**src/rtl/comparador_serial_izq_der_pkg.sv**
```systemverilog
// Shared encodings for the MSB-first serial word comparator.
// Holds the relation codes (P), the FSM state codes and the relation-to-flag decode.
package comparador_serial_izq_der_pkg;

  // Running relation between the bits of A and B seen so far.
  typedef enum logic [1:0] {
    IGUAL   = 2'b00,
    A_MAYOR = 2'b01,
    B_MAYOR = 2'b10
  } rel_t;

  typedef enum logic [1:0] {
    IDLE    = 2'b00,
    COMPARE = 2'b01,
    DONE    = 2'b10
  } estado_t;

  // Converts a relation into one-hot result flags {a_mayor, b_mayor, iguales}.
  function automatic logic [2:0] rel_flags(input rel_t p);
    logic [2:0] f;
    case (p)
      A_MAYOR: f = 3'b100;
      B_MAYOR: f = 3'b010;
      IGUAL:   f = 3'b001;
      default: f = 3'b000;
    endcase
    return f;
  endfunction

endpackage

```
**src/rtl/comparador_serial_izq_der_if.sv**
```systemverilog
// Handshake and result bundle between a serial bit source and the comparator.
// The master modport belongs to the source/controller, the slave modport to the comparator.
interface comparador_serial_izq_der_if #(
  parameter int N = 8
);
  localparam int CW = $clog2(N + 1);

  logic          start;
  logic          bit_valid;
  logic          a_bit;
  logic          b_bit;
  logic          bit_ready;
  logic          busy;
  logic          done;
  logic          a_mayor;
  logic          b_mayor;
  logic          iguales;
  logic          result_valid;
  logic [CW-1:0] bit_count;

  modport master (
    output start, bit_valid, a_bit, b_bit,
    input  bit_ready, busy, done, a_mayor, b_mayor, iguales, result_valid, bit_count
  );

  modport slave (
    input  start, bit_valid, a_bit, b_bit,
    output bit_ready, busy, done, a_mayor, b_mayor, iguales, result_valid, bit_count
  );

endinterface

```
**src/rtl/comparador_serial_izq_der_celda.sv**
```systemverilog
// celda_izq_der: combinational left-to-right comparison cell (P, a_bit, b_bit -> P_next).
// Usable alone in the serial comparator or chained into a parallel MSB-first network.
module celda_izq_der
  import comparador_serial_izq_der_pkg::*;
(
  input  rel_t p,
  input  logic a_bit,
  input  logic b_bit,
  output rel_t p_next
);

  // Once a higher-order bit has decided the relation, lower bits cannot change it.
  always_comb begin
    p_next = IGUAL;
    case (p)
      IGUAL: begin
        if (a_bit && !b_bit) begin
          p_next = A_MAYOR;
        end else if (!a_bit && b_bit) begin
          p_next = B_MAYOR;
        end else begin
          p_next = IGUAL;
        end
      end
      A_MAYOR: p_next = A_MAYOR;
      B_MAYOR: p_next = B_MAYOR;
      default: p_next = IGUAL;
    endcase
  end

endmodule

```
**src/rtl/comparador_serial_izq_der.sv**
```systemverilog
// MSB-first serial A/B comparator with start/valid/ready/done handshake.
// Optional macro COMPARADOR_EARLY_DONE_EN: finish as soon as the relation is decided.
module comparador_serial_izq_der
  import comparador_serial_izq_der_pkg::*;
#(
  parameter int N = 8
) (
  input logic                        clk,
  input logic                        reset,
  comparador_serial_izq_der_if.slave bus
);

  localparam int            CW   = $clog2(N + 1);
  localparam logic [CW-1:0] N_CW = CW'(N);

  estado_t       state_r;
  estado_t       state_next_s;
  rel_t          p_r;
  rel_t          p_next_s;
  rel_t          celda_p_s;
  logic [CW-1:0] count_r;
  logic [CW-1:0] count_next_s;
  logic [CW-1:0] count_inc_s;
  logic [2:0]    flags_r;
  logic [2:0]    flags_next_s;
  logic          valid_r;
  logic          valid_next_s;
  logic          done_r;
  logic          done_next_s;
  logic          busy_r;
  logic          finish_s;

  celda_izq_der u_celda (
    .p      (p_r),
    .a_bit  (bus.a_bit),
    .b_bit  (bus.b_bit),
    .p_next (celda_p_s)
  );

  assign count_inc_s = (count_r == N_CW) ? count_r : count_r + {{(CW-1){1'b0}}, 1'b1};

  // Decides whether the current transfer ends the comparison.
  always_comb begin
    finish_s = 1'b0;
    if (state_r == COMPARE && bus.bit_valid) begin
      if (count_inc_s == N_CW) begin
        finish_s = 1'b1;
`ifdef COMPARADOR_EARLY_DONE_EN
      end else if (celda_p_s != IGUAL) begin
        finish_s = 1'b1;
`endif
      end else begin
        finish_s = 1'b0;
      end
    end else begin
      finish_s = 1'b0;
    end
  end

  // Next-state and next-output logic of the comparison FSM.
  always_comb begin
    state_next_s = state_r;
    p_next_s     = p_r;
    count_next_s = count_r;
    flags_next_s = flags_r;
    valid_next_s = valid_r;
    done_next_s  = 1'b0;
    case (state_r)
      IDLE, DONE: begin
        if (bus.start) begin
          state_next_s = COMPARE;
          p_next_s     = IGUAL;
          count_next_s = {CW{1'b0}};
          flags_next_s = 3'b000;
          valid_next_s = 1'b0;
        end else begin
          state_next_s = state_r;
        end
      end
      COMPARE: begin
        if (bus.bit_valid) begin
          p_next_s     = celda_p_s;
          count_next_s = count_inc_s;
          if (finish_s) begin
            state_next_s = DONE;
            flags_next_s = rel_flags(celda_p_s);
            valid_next_s = 1'b1;
            done_next_s  = 1'b1;
          end else begin
            state_next_s = COMPARE;
          end
        end else begin
          state_next_s = COMPARE;
        end
      end
      default: begin
        state_next_s = IDLE;
        p_next_s     = IGUAL;
        count_next_s = {CW{1'b0}};
        flags_next_s = 3'b000;
        valid_next_s = 1'b0;
      end
    endcase
  end

  // State, relation, counter and output registers.
  always_ff @(posedge clk) begin
    if (reset) begin
      state_r <= IDLE;
      p_r     <= IGUAL;
      count_r <= {CW{1'b0}};
      flags_r <= 3'b000;
      valid_r <= 1'b0;
      done_r  <= 1'b0;
      busy_r  <= 1'b0;
    end else begin
      state_r <= state_next_s;
      p_r     <= p_next_s;
      count_r <= count_next_s;
      flags_r <= flags_next_s;
      valid_r <= valid_next_s;
      done_r  <= done_next_s;
      busy_r  <= (state_next_s == COMPARE);
    end
  end

  assign bus.bit_ready    = busy_r;
  assign bus.busy         = busy_r;
  assign bus.done         = done_r;
  assign bus.a_mayor      = flags_r[2];
  assign bus.b_mayor      = flags_r[1];
  assign bus.iguales      = flags_r[0];
  assign bus.result_valid = valid_r;
  assign bus.bit_count    = count_r;

endmodule

```
**src/flat_wrapper.sv**
```systemverilog
// flat-port wrapper written by rule: the top's interface ports become plain ports
module comparador_serial_izq_der_flat import comparador_serial_izq_der_pkg::*;
#(
  parameter int N = 8
)
  (clk, reset, bus_start, bus_bit_valid, bus_a_bit, bus_b_bit, bus_bit_ready, bus_busy, bus_done, bus_a_mayor, bus_b_mayor, bus_iguales, bus_result_valid, bus_bit_count);
  comparador_serial_izq_der_if #(.N(N)) bus_i ();
  input logic clk;
  input logic reset;
  input wire logic [$bits(bus_i.start)-1:0] bus_start;
  input wire logic [$bits(bus_i.bit_valid)-1:0] bus_bit_valid;
  input wire logic [$bits(bus_i.a_bit)-1:0] bus_a_bit;
  input wire logic [$bits(bus_i.b_bit)-1:0] bus_b_bit;
  output wire logic [$bits(bus_i.bit_ready)-1:0] bus_bit_ready;
  output wire logic [$bits(bus_i.busy)-1:0] bus_busy;
  output wire logic [$bits(bus_i.done)-1:0] bus_done;
  output wire logic [$bits(bus_i.a_mayor)-1:0] bus_a_mayor;
  output wire logic [$bits(bus_i.b_mayor)-1:0] bus_b_mayor;
  output wire logic [$bits(bus_i.iguales)-1:0] bus_iguales;
  output wire logic [$bits(bus_i.result_valid)-1:0] bus_result_valid;
  output wire logic [$bits(bus_i.bit_count)-1:0] bus_bit_count;
  assign bus_i.start = bus_start;
  assign bus_i.bit_valid = bus_bit_valid;
  assign bus_i.a_bit = bus_a_bit;
  assign bus_i.b_bit = bus_b_bit;
  assign bus_bit_ready = bus_i.bit_ready;
  assign bus_busy = bus_i.busy;
  assign bus_done = bus_i.done;
  assign bus_a_mayor = bus_i.a_mayor;
  assign bus_b_mayor = bus_i.b_mayor;
  assign bus_iguales = bus_i.iguales;
  assign bus_result_valid = bus_i.result_valid;
  assign bus_bit_count = bus_i.bit_count;
  comparador_serial_izq_der #(.N(N)) u_core (.clk(clk), .reset(reset), .bus(bus_i));
endmodule
```
**config.mk**
```make
export PLATFORM = sky130hd
export DESIGN_NAME = comparador_serial_izq_der_flat
export DESIGN_NICKNAME = d
export VERILOG_FILES = /design/src/rtl/comparador_serial_izq_der_pkg.sv /design/src/rtl/comparador_serial_izq_der_if.sv /design/src/rtl/comparador_serial_izq_der_celda.sv /design/src/rtl/comparador_serial_izq_der.sv /design/src/flat_wrapper.sv
export SDC_FILE = /design/constraint.sdc
export NUM_CORES = 1
export LEC_CHECK = 0
export BUFFER_PORTS_ARGS = -buffer_cell sky130_fd_sc_hd__buf_2
export CAP_MARGIN = 5
export CORE_UTILIZATION = 55
export DETAILED_ROUTE_END_ITERATION = 6
export PLACE_DENSITY = 0.84
export SKIP_LAST_GASP = 1
export SLEW_MARGIN = 15
export SYNTH_ARGS = -nofsm -noshare
export SYNTH_HDL_FRONTEND = slang
export SYNTH_HIERARCHICAL = 1
export SYNTH_SLANG_ARGS = --single-unit
```
**constraint.sdc**
```tcl
create_clock -name clk -period 3.23 [get_ports clk]
set_clock_uncertainty 0.15 [all_clocks]
set_input_delay 0.1615 -clock clk [delete_from_list [all_inputs] [get_ports clk]]
set_output_delay 0.1615 -clock clk [all_outputs]
set_load 0.01 [all_outputs]
```
==> run summary <==
Slowest CP cell: dfxtp_1
Top FF cell, synth: dfxtp_1
Fillers: 110
Crit-path leading delay family: compound AO/OA/AOI/OAI gates
Final setup violating endpoints: 0
WL final: 1.51 mm
Worst Path Arrival: 2000 ps
Post-synth top area share: 36.4%
Critical hold path startpoint: bus_start
Worst path bufs/invs: 1
Clock tree buffer depth: 2
Period utilization: 61.4%
Synthesized flop and latch total: 14
Crit. End Element: flip-flop
Register Area: 280 µm²
WP data required: 3250 ps
Cell Area, Synth: 769 µm²
Final Hold Fails: 0
Most instantiated cells after synthesis: dfxtp_1 (14), nor2_1 (10), a21oi_1 (6), inv_1 (6), nand2_1 (6)
Vias per cell: 5.60
First-pass GRT wire length: 2.26 mm
H-tree depth: 1
WS Path Type: reg -> reg
Cts hold-fix bufs: 0
Mean Syn Cell Area: 9.05 µm²
Hold EP: u_core/state_r[0]
Yosys cell types: 34
RR Endpoint: u_core/bus.bit_ready
Worst reg2reg startpoint: u_core/bus.bit_count[0]
Sequential area share after synthesis: 36.4%
PwrDens: 415 nW/µm²
Largest cells by area after synthesis: dfxtp_1 (36%), nor2_1 (4.9%), a21oi_1 (3.9%)
Initial antenna violation count: 0
Multi-input logic area: 439 µm²
RSZ-0062 raised after global routing: no
Remaining DRCs: 0
Core ar.: 1300 µm²
Gpl congestion: 0.701
Die area: 1550 µm²
Final setup TNS: 0 ps
Cell Chain, Critical Path: inv_1 -> ha_1 -> o41ai_4 -> o221ai_4 -> a22o_2
GRT overflow: 0
Largest area contributor in the netlist: dfxtp_1
Post CTS Setup Buffer Count: 0
Reg clk slew, reported paths: 80 ps
Final ANT Viol Nets: 0
Setup slack, reg-to-reg: 1250 ps
Post-synth EDFFs: 0
Clk_lat worst skew: 270 ps
IO buf count: 16
Final core utilization: 67.7%
Row count: 13
Cell count after synthesis: 85
Worst setup SP type: flip-flop
Layout Nets: 111
CTS tree: built
Max-cap violations: 0
Tot GR Track Use: 22.2%
Net Count, Synth: 93
Hold Path Depth: 2
Largest net degree at the start of global routing: 15
Status: complete, no violations
Leakage: 0.386 nW
Slew margin rel.: 74.1%
DR WL/cell: 12.9 µm
CP max FO: 8
Ports: 17
CTS Sinks: 14
Die width: 39.4 µm
Layout cells sized above 1: 28.4%
HPWL after DPL: 1.12 mm
TritonRoute pass-1 iters: 4
Layout Area Growth over Synthesis: 14.5%
Die height: 39.4 µm
Slew Limit Fails: 0
Vias: 655
Asr flop ratio synth: 0%
Diodes inserted: 0
Post_cts resized: 0
Yosys warns: 6
CTS Root Cell: clkbuf_4
CP max stage delay: 530 ps
Worst Tran Pin Value: 387 ps
Iteration-0 DRC Markers: 13
Reg2Reg Depth: 5
Cts bufs inserted: 3
Fmax: 504 MHz
Min-Delay Path Class: in -> reg
Max VDD drop: 320 µV
Min Tclk post-route: 1980 ps
Starting Density: 59.1%
Most common cell in the netlist: dfxtp_1
Vias in the first global route: 552
cells in the final DEF, fill, tap and decap left out, types with 2 or more instances in the layout:
cell	instances
clkbuf_4	3
or3_1	2
nand2b_1	2
ha_1	2
nand3b_1	3
a22oi_1	2
o21ai_0	2
inv_1	6
dfxtp_1	14
a21oi_1	6
nor2b_1	2
nor3_1	2
mux2i_1	3
nor2_1	10
and3_1	2
a32oi_1	2
buf_2	16
nand2_1	6
logic make-up after synthesis:
logic type               Yosys count  share of synthesized area, %
AND/OR/NAND/NOR                   34                          23.3
buffers and inverters             10                          6.50
AO/OA/AOI/OAI                     21                          25.5
flip-flops                        14                          36.4
XOR/XNOR                           1                          1.14
multiplexers                       3                          3.90
adder cells (fa/ha/maj)            2                          3.25
worst max-delay path by stage:
stage                            startpoint                    to  slack, ps  cells after the start
floorplan           u_core/bus.bit_count[0]  u_core/bus.bit_ready       1330                      5
global placement    u_core/bus.bit_count[0]  u_core/bus.bit_ready       1340                      5
detailed placement  u_core/bus.bit_count[0]  u_core/bus.bit_ready       1240                      5
CTS                 u_core/bus.bit_count[0]  u_core/bus.bit_ready       1230                      5
global route        u_core/bus.bit_count[0]  u_core/bus.bit_ready       1160                      5
finish              u_core/bus.bit_count[0]  u_core/bus.bit_ready       1250                      5
registers in the layout (all words and copies together) (netlist names):
| name | count |
|---|---|
| u_core/state_r | 2 |
| u_core/bus.result_valid | 1 |
| u_core/bus.bit_count | 4 |
| u_core/bus.bit_ready | 1 |
| u_core/bus.done | 1 |
| u_core/flags_r | 3 |
| u_core/p_r | 2 |
metal layers:
| layer | vias up | global-route usage, % | part of all wire (%) |
|---|---|---|---|
| met5 | - | 0 | 0 |
| met4 | 0 | 12.9 | 1.1 |
| met3 | 2 | 5.11 | 3.8 |
| met2 | 18 | 37.3 | 50 |
| met1 | 299 | 25.0 | 45 |
| li1 | 336 | - | - |
cell type report:
type | count | share of cell area [%]
Inverter | 7 | 2.98
Multi-Input combinational cell | 61 | 49.9
Clock buffer | 4 | 4.12
Sequential cell | 14 | 31.8
Timing Repair Buffer | 16 | 9.09
Tap cell | 15 | 2.13
where the power goes:
group / switching [W] / internal (W) / total, W
logic: 0.0000330 / 0.0000243 / 0.0000573
registers: 0.00000927 / 0.000178 / 0.000188
clock network: 0.0000521 / 0.0000685 / 0.000121
through the flow:
step | total power [W] | std cells | cell area, µm² | hold slack (ps) | setup slack, ps
after floorplan | 0.000235 | 85 | 769 | 144 | 1330
after global placement | 0.000246 | 113 | 845 | 290 | 1340
after detailed placement | 0.000249 | 113 | 845 | 300 | 1240
after CTS | 0.000370 | 117 | 881 | 53.8 | 1230
after global routing | 0.000384 | 117 | 881 | 74.0 | 1160
final | 0.000365 | 117 | 881 | 62.2 | 1250
Note: power is estimated with default switching activity, not from simulation.
